--- src/rtl/nukv_fb_arbiter.sv ---
// Feedback/regular stream merger for the nukv pipeline head.
// Feedback wins with a bounded burst; regular admission is credit-capped.
module nukv_fb_arbiter #(
   parameter int KEY_WIDTH    = 128,
   parameter int META_WIDTH   = 96,
   parameter int MAX_FB_BURST = 4,
   parameter int MAX_INFLIGHT = 16,
   parameter int CNT_WIDTH    = 5
) (
   input  logic                            clk,
   input  logic                            rst,
   input  logic [KEY_WIDTH+META_WIDTH-1:0] fb_in_data,
   input  logic                            fb_in_valid,
   output logic                            fb_in_ready,
   input  logic [KEY_WIDTH+META_WIDTH-1:0] reg_in_data,
   input  logic                            reg_in_valid,
   output logic                            reg_in_ready,
   output logic [KEY_WIDTH+META_WIDTH-1:0] out_data,
   output logic                            out_valid,
   input  logic                            out_ready,
   output logic                            out_src,
   input  logic                            retire_valid,
   output logic [CNT_WIDTH-1:0]            inflight_count,
   output logic                            retire_err
);

   localparam int W  = KEY_WIDTH + META_WIDTH;
   localparam int SW = $clog2(MAX_FB_BURST + 1);
   localparam logic [SW-1:0]        BURST = SW'(MAX_FB_BURST);
   localparam logic [CNT_WIDTH-1:0] CAP   = CNT_WIDTH'(MAX_INFLIGHT);
   localparam logic [CNT_WIDTH-1:0] ONE   = CNT_WIDTH'(1);
   localparam logic [SW-1:0]        SONE  = SW'(1);

   logic                 r_out_valid;
   logic [W-1:0]         r_out_data;
   logic                 r_out_src;
   logic [SW-1:0]        r_streak;
   logic [CNT_WIDTH-1:0] r_inflight;
   logic                 r_retire_err;

   logic w_load_en;
   logic w_fb_elig;
   logic w_reg_elig;
   logic w_streak_sat;
   logic w_grant_fb;
   logic w_grant_reg;
   logic w_any_grant;
   logic w_cnt_zero;

   assign w_load_en    = !r_out_valid || out_ready;
   assign w_fb_elig    = fb_in_valid;
   assign w_reg_elig   = reg_in_valid && (r_inflight < CAP);
   assign w_streak_sat = (r_streak == BURST);
   assign w_cnt_zero   = (r_inflight == '0);

   // Saturated streak hands one slot to a waiting regular word.
   always_comb begin
      w_grant_fb  = 1'b0;
      w_grant_reg = 1'b0;
      if (w_load_en) begin
         if (w_fb_elig && w_reg_elig && w_streak_sat) begin
            w_grant_reg = 1'b1;
         end else if (w_fb_elig) begin
            w_grant_fb = 1'b1;
         end else if (w_reg_elig) begin
            w_grant_reg = 1'b1;
         end
      end
   end

   assign w_any_grant  = w_grant_fb || w_grant_reg;
   assign fb_in_ready  = rst && w_grant_fb;
   assign reg_in_ready = rst && w_grant_reg;

   always_ff @(posedge clk or negedge rst) begin
      if (!rst) begin
         r_out_valid <= 1'b0;
         r_out_data  <= '0;
         r_out_src   <= 1'b0;
      end else if (w_load_en) begin
         r_out_valid <= w_any_grant;
         if (w_grant_fb) begin
            r_out_data <= fb_in_data;
            r_out_src  <= 1'b1;
         end else if (w_grant_reg) begin
            r_out_data <= reg_in_data;
            r_out_src  <= 1'b0;
         end
      end
   end

   always_ff @(posedge clk or negedge rst) begin
      if (!rst) begin
         r_streak <= '0;
      end else if (w_grant_reg) begin
         r_streak <= '0;
      end else if (w_grant_fb && !w_streak_sat) begin
         r_streak <= r_streak + SONE;
      end
   end

   // Retire against an empty counter is a protocol error, not an underflow.
   always_ff @(posedge clk or negedge rst) begin
      if (!rst) begin
         r_inflight   <= '0;
         r_retire_err <= 1'b0;
      end else begin
         if (w_grant_reg && !retire_valid) begin
            r_inflight <= r_inflight + ONE;
         end else if (!w_grant_reg && retire_valid) begin
            if (w_cnt_zero) begin
               r_retire_err <= 1'b1;
            end else begin
               r_inflight <= r_inflight - ONE;
            end
         end
      end
   end

   assign out_valid      = r_out_valid;
   assign out_data       = r_out_data;
   assign out_src        = r_out_src;
   assign inflight_count = r_inflight;
   assign retire_err     = r_retire_err;

endmodule

--- config.mk ---
export PLATFORM = sky130hd
export DESIGN_NAME = nukv_fb_arbiter
export DESIGN_NICKNAME = d
export VERILOG_FILES = /design/src/rtl/nukv_fb_arbiter.sv
export SDC_FILE = /design/constraint.sdc
export NUM_CORES = 1
export LEC_CHECK = 0
export CORE_AREA = 2 2 270 272
export DETAILED_ROUTE_END_ITERATION = 12
export DIE_AREA = 0 0 272 274
export HOLD_SLACK_MARGIN = 0.03
export PLACE_DENSITY = 0.45
export SLEW_MARGIN = 20
export SYNTH_ARGS = -nofsm -noshare
export SYNTH_HDL_FRONTEND = slang
export SYNTH_SLANG_ARGS = --single-unit
export TNS_END_PERCENT = 30
--- constraint.sdc ---
create_clock -name clk -period 4.13 [get_ports clk]
set_input_delay 1.0325 -clock clk [delete_from_list [all_inputs] [get_ports clk]]
set_output_delay 1.0325 -clock clk [all_outputs]
set_load 0.05 [all_outputs]
# --- Yosys cells after proc, flatten, opt, wreduce, memory -nomap -nowiden ---
# Index checks and enable logic that the tools add are counted.
word_totals:
  register_bits: 235
  inputBits: 454
classes:
  n_addsub: 3
  order_cmp: 1
  eq_ne: 2
  muxes: 16
  bitwise_logic: 1
  reduce_logical: 21
op_table:
  columns: ["operator", "n"]
  rows:
  - ["$mux W224", 2]
  - ["$mux W5", 3]
  - ["$mux W1", 9]
  - ["$logic_and A1 B1 Y1", 8]
  - ["$mux W3", 2]
  - ["$reduce_bool A2 Y1", 3]
  - ["$add A5 B1 Y5 const B", 1]
  - ["$logic_not A5 Y1", 1]
  - ["$lt A5 B5 Y1 const B", 1]
  - ["$sub A5 B1 Y5 const B", 1]
  - ["$logic_not A1 Y1", 4]
  - ["$reduce_and A2 Y1", 2]
  - ["$add A3 B1 Y3 const B", 1]
  - ["$eq A3 B3 Y1 const B", 1]
  - ["$reduce_and A3 Y1", 1]
  - ["$logic_or A1 B1 Y1", 2]
  - ["$ne A2 B1 Y1 const B", 1]
  - ["$not A1 Y1", 1]

# --- Depth between registers and ports, before layout ---
# Gate-level depths: netlist (run 1).
depth:
  ltp_word: 10
  ltp_mapped: 11

# --- Worst setup path before layout (run 1) ---
# No wires, ideal clock.
synth_path:
  path_type: "input-to-output"
  from: "in out_ready"
  to: "out fb_in_ready"
  arrival_ns: 2.515
  path_slack_ns: 0.582
  path_stages: 7
  path_buffers: 4
  path_cell_list: "nand2b_1 > buf_2 > o311ai_1 > buf_4 > buf_6 > buf_6 > nor2_1"
synth_between:
  elab_chain_len: 3
synth_rtl:
  columns: ["element", "line_no", "rtl"]
  rows:
  - ["start: declaration", "20", "input logic out_ready,"]
  - ["$logic_or A1 B1 Y1", "50", "assign w_load_en = !r_out_valid || out_ready;"]
  - ["$mux W1", "60", "if (w_load_en) begin"]
  - ["$logic_and A1 B1 Y1", "72", "assign fb_in_ready = rst && w_grant_fb;"]
  - ["end: declaration", "14", "output logic fb_in_ready,"]
# Every way passes these cells.

# --- Worst setup path after layout (run 1) ---
layout_path:
  from: "in reg_in_valid"
  to: "out reg_in_ready"
layout_between:
  elab_chain_len: 6
layout_rtl:
  columns: ["element", "line_no", "rtl"]
  rows:
  - ["start: declaration", "16", "input logic reg_in_valid,"]
  - ["$logic_and A1 B1 Y1 (*)", "52", "assign w_reg_elig = reg_in_valid && (r_inflight < CAP);"]
  - ["$mux W1 or $logic_and A1 B1 Y1 (tied branches)", "65, 61", null]
  - ["$mux W1 or $logic_and A1 B1 Y1 (tied branches)", "63, 61", null]
  - ["$mux W1 (*)", "61", "if (w_fb_elig && w_reg_elig && w_streak_sat) begin"]
  - ["$mux W1 (*)", "60", null]
  - ["$logic_and A1 B1 Y1 (*)", "73", "assign reg_in_ready = rst && w_grant_reg;"]
  - ["end: declaration", "17", "output logic reg_in_ready,"]
# Mark *: on every way between the ends. The rest lies on a longest branch, timed or not.

==> flow_metrics.tcl, run 1 <==
set metrics [dict create \
    place_congestion 0.7778 \
    port_buffers 687 \
    cap_violations 0 \
    grt_pass1_vias 10410 \
    cts-root-buf "clkbuf_16" \
    ys_top_cells_by_area "dfrtp_1 (54%), mux2i_1 (20%), o21ai_1 (10%)" \
    synth_top_area_cell "dfrtp_1" \
    wire_per_inst_um 16.46 \
    gr-total-overflow 0 \
    start_kind "input port" \
    hold_ws_ns 0.3558 \
    syn_inst 1046 \
    critical_path_class "input port to primary output" \
    synth_top_cell_area_share 0.5350 \
    rsz0062_at_grt "no" \
    cts_tree "done" \
    synth_xor_area_frac 0.003187 \
    irDropWorstVdd_uv 287.1 \
    synthesis.nets 1508 \
    fp-row-count 99 \
    start_util 0.1527 \
    yosys.area_share.simple 0.08708 \
    fin_crit_sh 0.8530 \
    endpoint_kind "primary output" \
    diodes 0 \
    synth_flop_cell "dfrtp_1" \
    fin_skew_ns 0.01137 \
    synthAdderAreaFrac 0.009789 \
    status "complete, no violations" \
    synthMuxAreaShare 0.2050 \
    antenna_found_initial 0 \
    dpl.hpwl_mm 35.10 \
    crit_required_ns 3.10 \
    cts_max_level 1 \
    clockBufferDepth 3 \
    clk_pin_slew_worst_paths_ns 0.06 \
    num_vias 9852 \
    clock_latency_ns 0.57 \
    power_density_nw_per_um2 657.4 \
    crit_slowest_cell "clkdlybuf4s50_1" \
    wirelength_mm 44.44 \
    drtIter0Drc 387 \
    drtPass1Iterations 4 \
    grt_pass1_wl_mm 65.50 \
    area_growth_pct 81.26 \
    synth_area_um2 10990 \
    synth_compound_area_frac 0.1129 \
    postCtsSetupRepairBufs 0 \
    max_slew_margin 0.3655 \
    synthArstFlopShare 1.000 \
    routed_via_density 3.650 \
    synth_top_family_by_area "multiplexers" \
    die_h_um 274 \
    hold_viol 0 \
    fmax_mhz 283.9 \
    numCtsBuffers 31 \
    fin_total_pwr_mw 13.10 \
    post_synth_num_cell_types 33 \
    synth_edf_count 0 \
    critPathMaxStageDelay_ns 0.48 \
    cts_hold_buf 0 \
    syn_avg_cell_area_um2 10.51 \
    cp_cell_sequence "clkdlybuf4s50_1 -> nor2b_1 -> nand2_1 -> a21oi_1 -> buf_4 -> and2_1 -> buf_12" \
    synth_common_cells "dfrtp_1 (235), nand2_1 (235), mux2i_1 (224), o21ai_1 (224), buf_2 (32)" \
    grt_usage 0.1141 \
    die_w_um 272 \
    drive_gt1_frac 0.04655 \
    hold_class "input port to asynchronous set/reset pin" \
    drc_errors 0 \
    io_pins 688 \
    cts_resized 0 \
    dieArea_um2 74530 \
    synth-seq-cells 235 \
    crit_arrival_ns 2.49 \
    yosysWarningCount 0 \
    yosysSeqAreaShare 0.5350 \
    worst_pin_slew_ns 0.9518 \
    dp.cells 2643 \
    leakage_nw 8.815 \
    finalMaxSlewViolations 0 \
    fin_nets 2179 \
    crit_fanout 4 \
    setup_viol 0 \
    grt_max_degree 132 \
    clock_sinks 235 \
    fin_setup_tns_ns 0 \
    min_period_ns 3.523 \
    nFillCells 7488 \
    final_cells 2699 \
    coreArea_um2 71970 \
    postRouteAntennaNets 0 \
]
-- cells by family (layout without fill, tap and decap cells) --
kind of cell,Yosys count,after routing
multiplexers,225,225
AO/OA/AOI/OAI,241,241
AND/OR/NAND/NOR,250,250
adder cells (fa/ha/maj),8,8
buffers and inverters,83,777
XOR/XNOR,4,4
flip-flops,235,235
-- worst paths after layout --
path	start	end	slack, ns	depth (start not counted)
max	reg_in_valid	reg_in_ready	0.61	7
min	rst	out_data[199]	0.36	1
max reg2reg	r_streak[0]	inflight_count[4]	1.12	11
min reg2reg	retire_err	retire_err	0.47	1
max in group asynchronous	rst	out_data[89]	2.44	3
min in group clk	retire_err	retire_err	0.47	1
-- cell type report --
cell class / instances / area [µm²] / share of cell area
clock buffer: 43 / 860.8 / 0.04321
clock inverter: 13 / 131.4 / 0.006594
inverter: 8 / 30.03 / 0.001507
multi-input combinational: 728 / 4612 / 0.2315
sequential: 235 / 5881 / 0.2952
tap: 959 / 1200 / 0.06022
timing repair buffer: 713 / 7209 / 0.3618
-- cell usage in the layout (no fill, tap or decap), types with 2 or more instances in the layout --
cell type,instances
a21oi_1,6
clkinv_2,7
clkbuf_16,31
nor2_1,6
a21o_1,3
nand3_1,3
clkdlybuf4s50_1,684
and2_1,2
dfrtp_1,235
o21ai_1,224
xor2_1,2
xnor2_1,2
clkbuf_8,4
buf_12,11
inv_1,7
bufinv_16,2
clkbuf_1,8
buf_4,17
nand2_1,235
mux2i_1,224
ha_1,7
o21ai_0,2
-- worst max-delay path: cells and delay by family --
kind                   cells  cell delay (ns)
AO/OA/AOI/OAI              1             0.20
AND/OR/NAND/NOR            3             0.46
buffers and inverters      3             0.80
-- routing by layer --
layer	share of wire	global-route usage
met2	0.50	0.2050
met5	0	0
met1	0.39	0.1284
met4	0.020	0.02791
met3	0.093	0.04028
-- through the flow --
step                      setup WS (ns)  utilization  area, µm²
after floorplan                  0.5821            -      10990
after global placement           0.1817       0.2631      18930
after detailed placement         0.1703       0.2631      18930
after CTS                        0.5887       0.2768      19920
after global routing             0.4678       0.2768      19920
final                            0.6073       0.2768      19920
-- report_power, final --
part           switching [mW]  leakage [nW]  internal, mW
Sequential              0.471          2.87          3.10
Clock                    1.06         0.491          1.57
Combinational            4.48          5.46          2.40
Total                    6.01          8.81          7.08
-- flip-flops by register name (all words and copies together) (netlist names) --
signal,cells
out_src,1
inflight_count,5
r_streak,3
out_valid,1
out_data,224
retire_err,1
No activity file was read; power rests on OpenSTA's default activity.
==> inputs of run 2 (changes only) <==
--- a/config.mk
+++ b/config.mk
@@ -10,7 +10,7 @@
 export DIE_AREA = 0 0 272 274
 export HOLD_SLACK_MARGIN = 0.03
 export PLACE_DENSITY = 0.45
-export SLEW_MARGIN = 20
+export SLEW_MARGIN = 15
 export SYNTH_ARGS = -nofsm -noshare
 export SYNTH_HDL_FRONTEND = slang
 export SYNTH_SLANG_ARGS = --single-unit
==> results of run 2 <==
No change in the layout: final DEF, timing and power equal those of run 1.
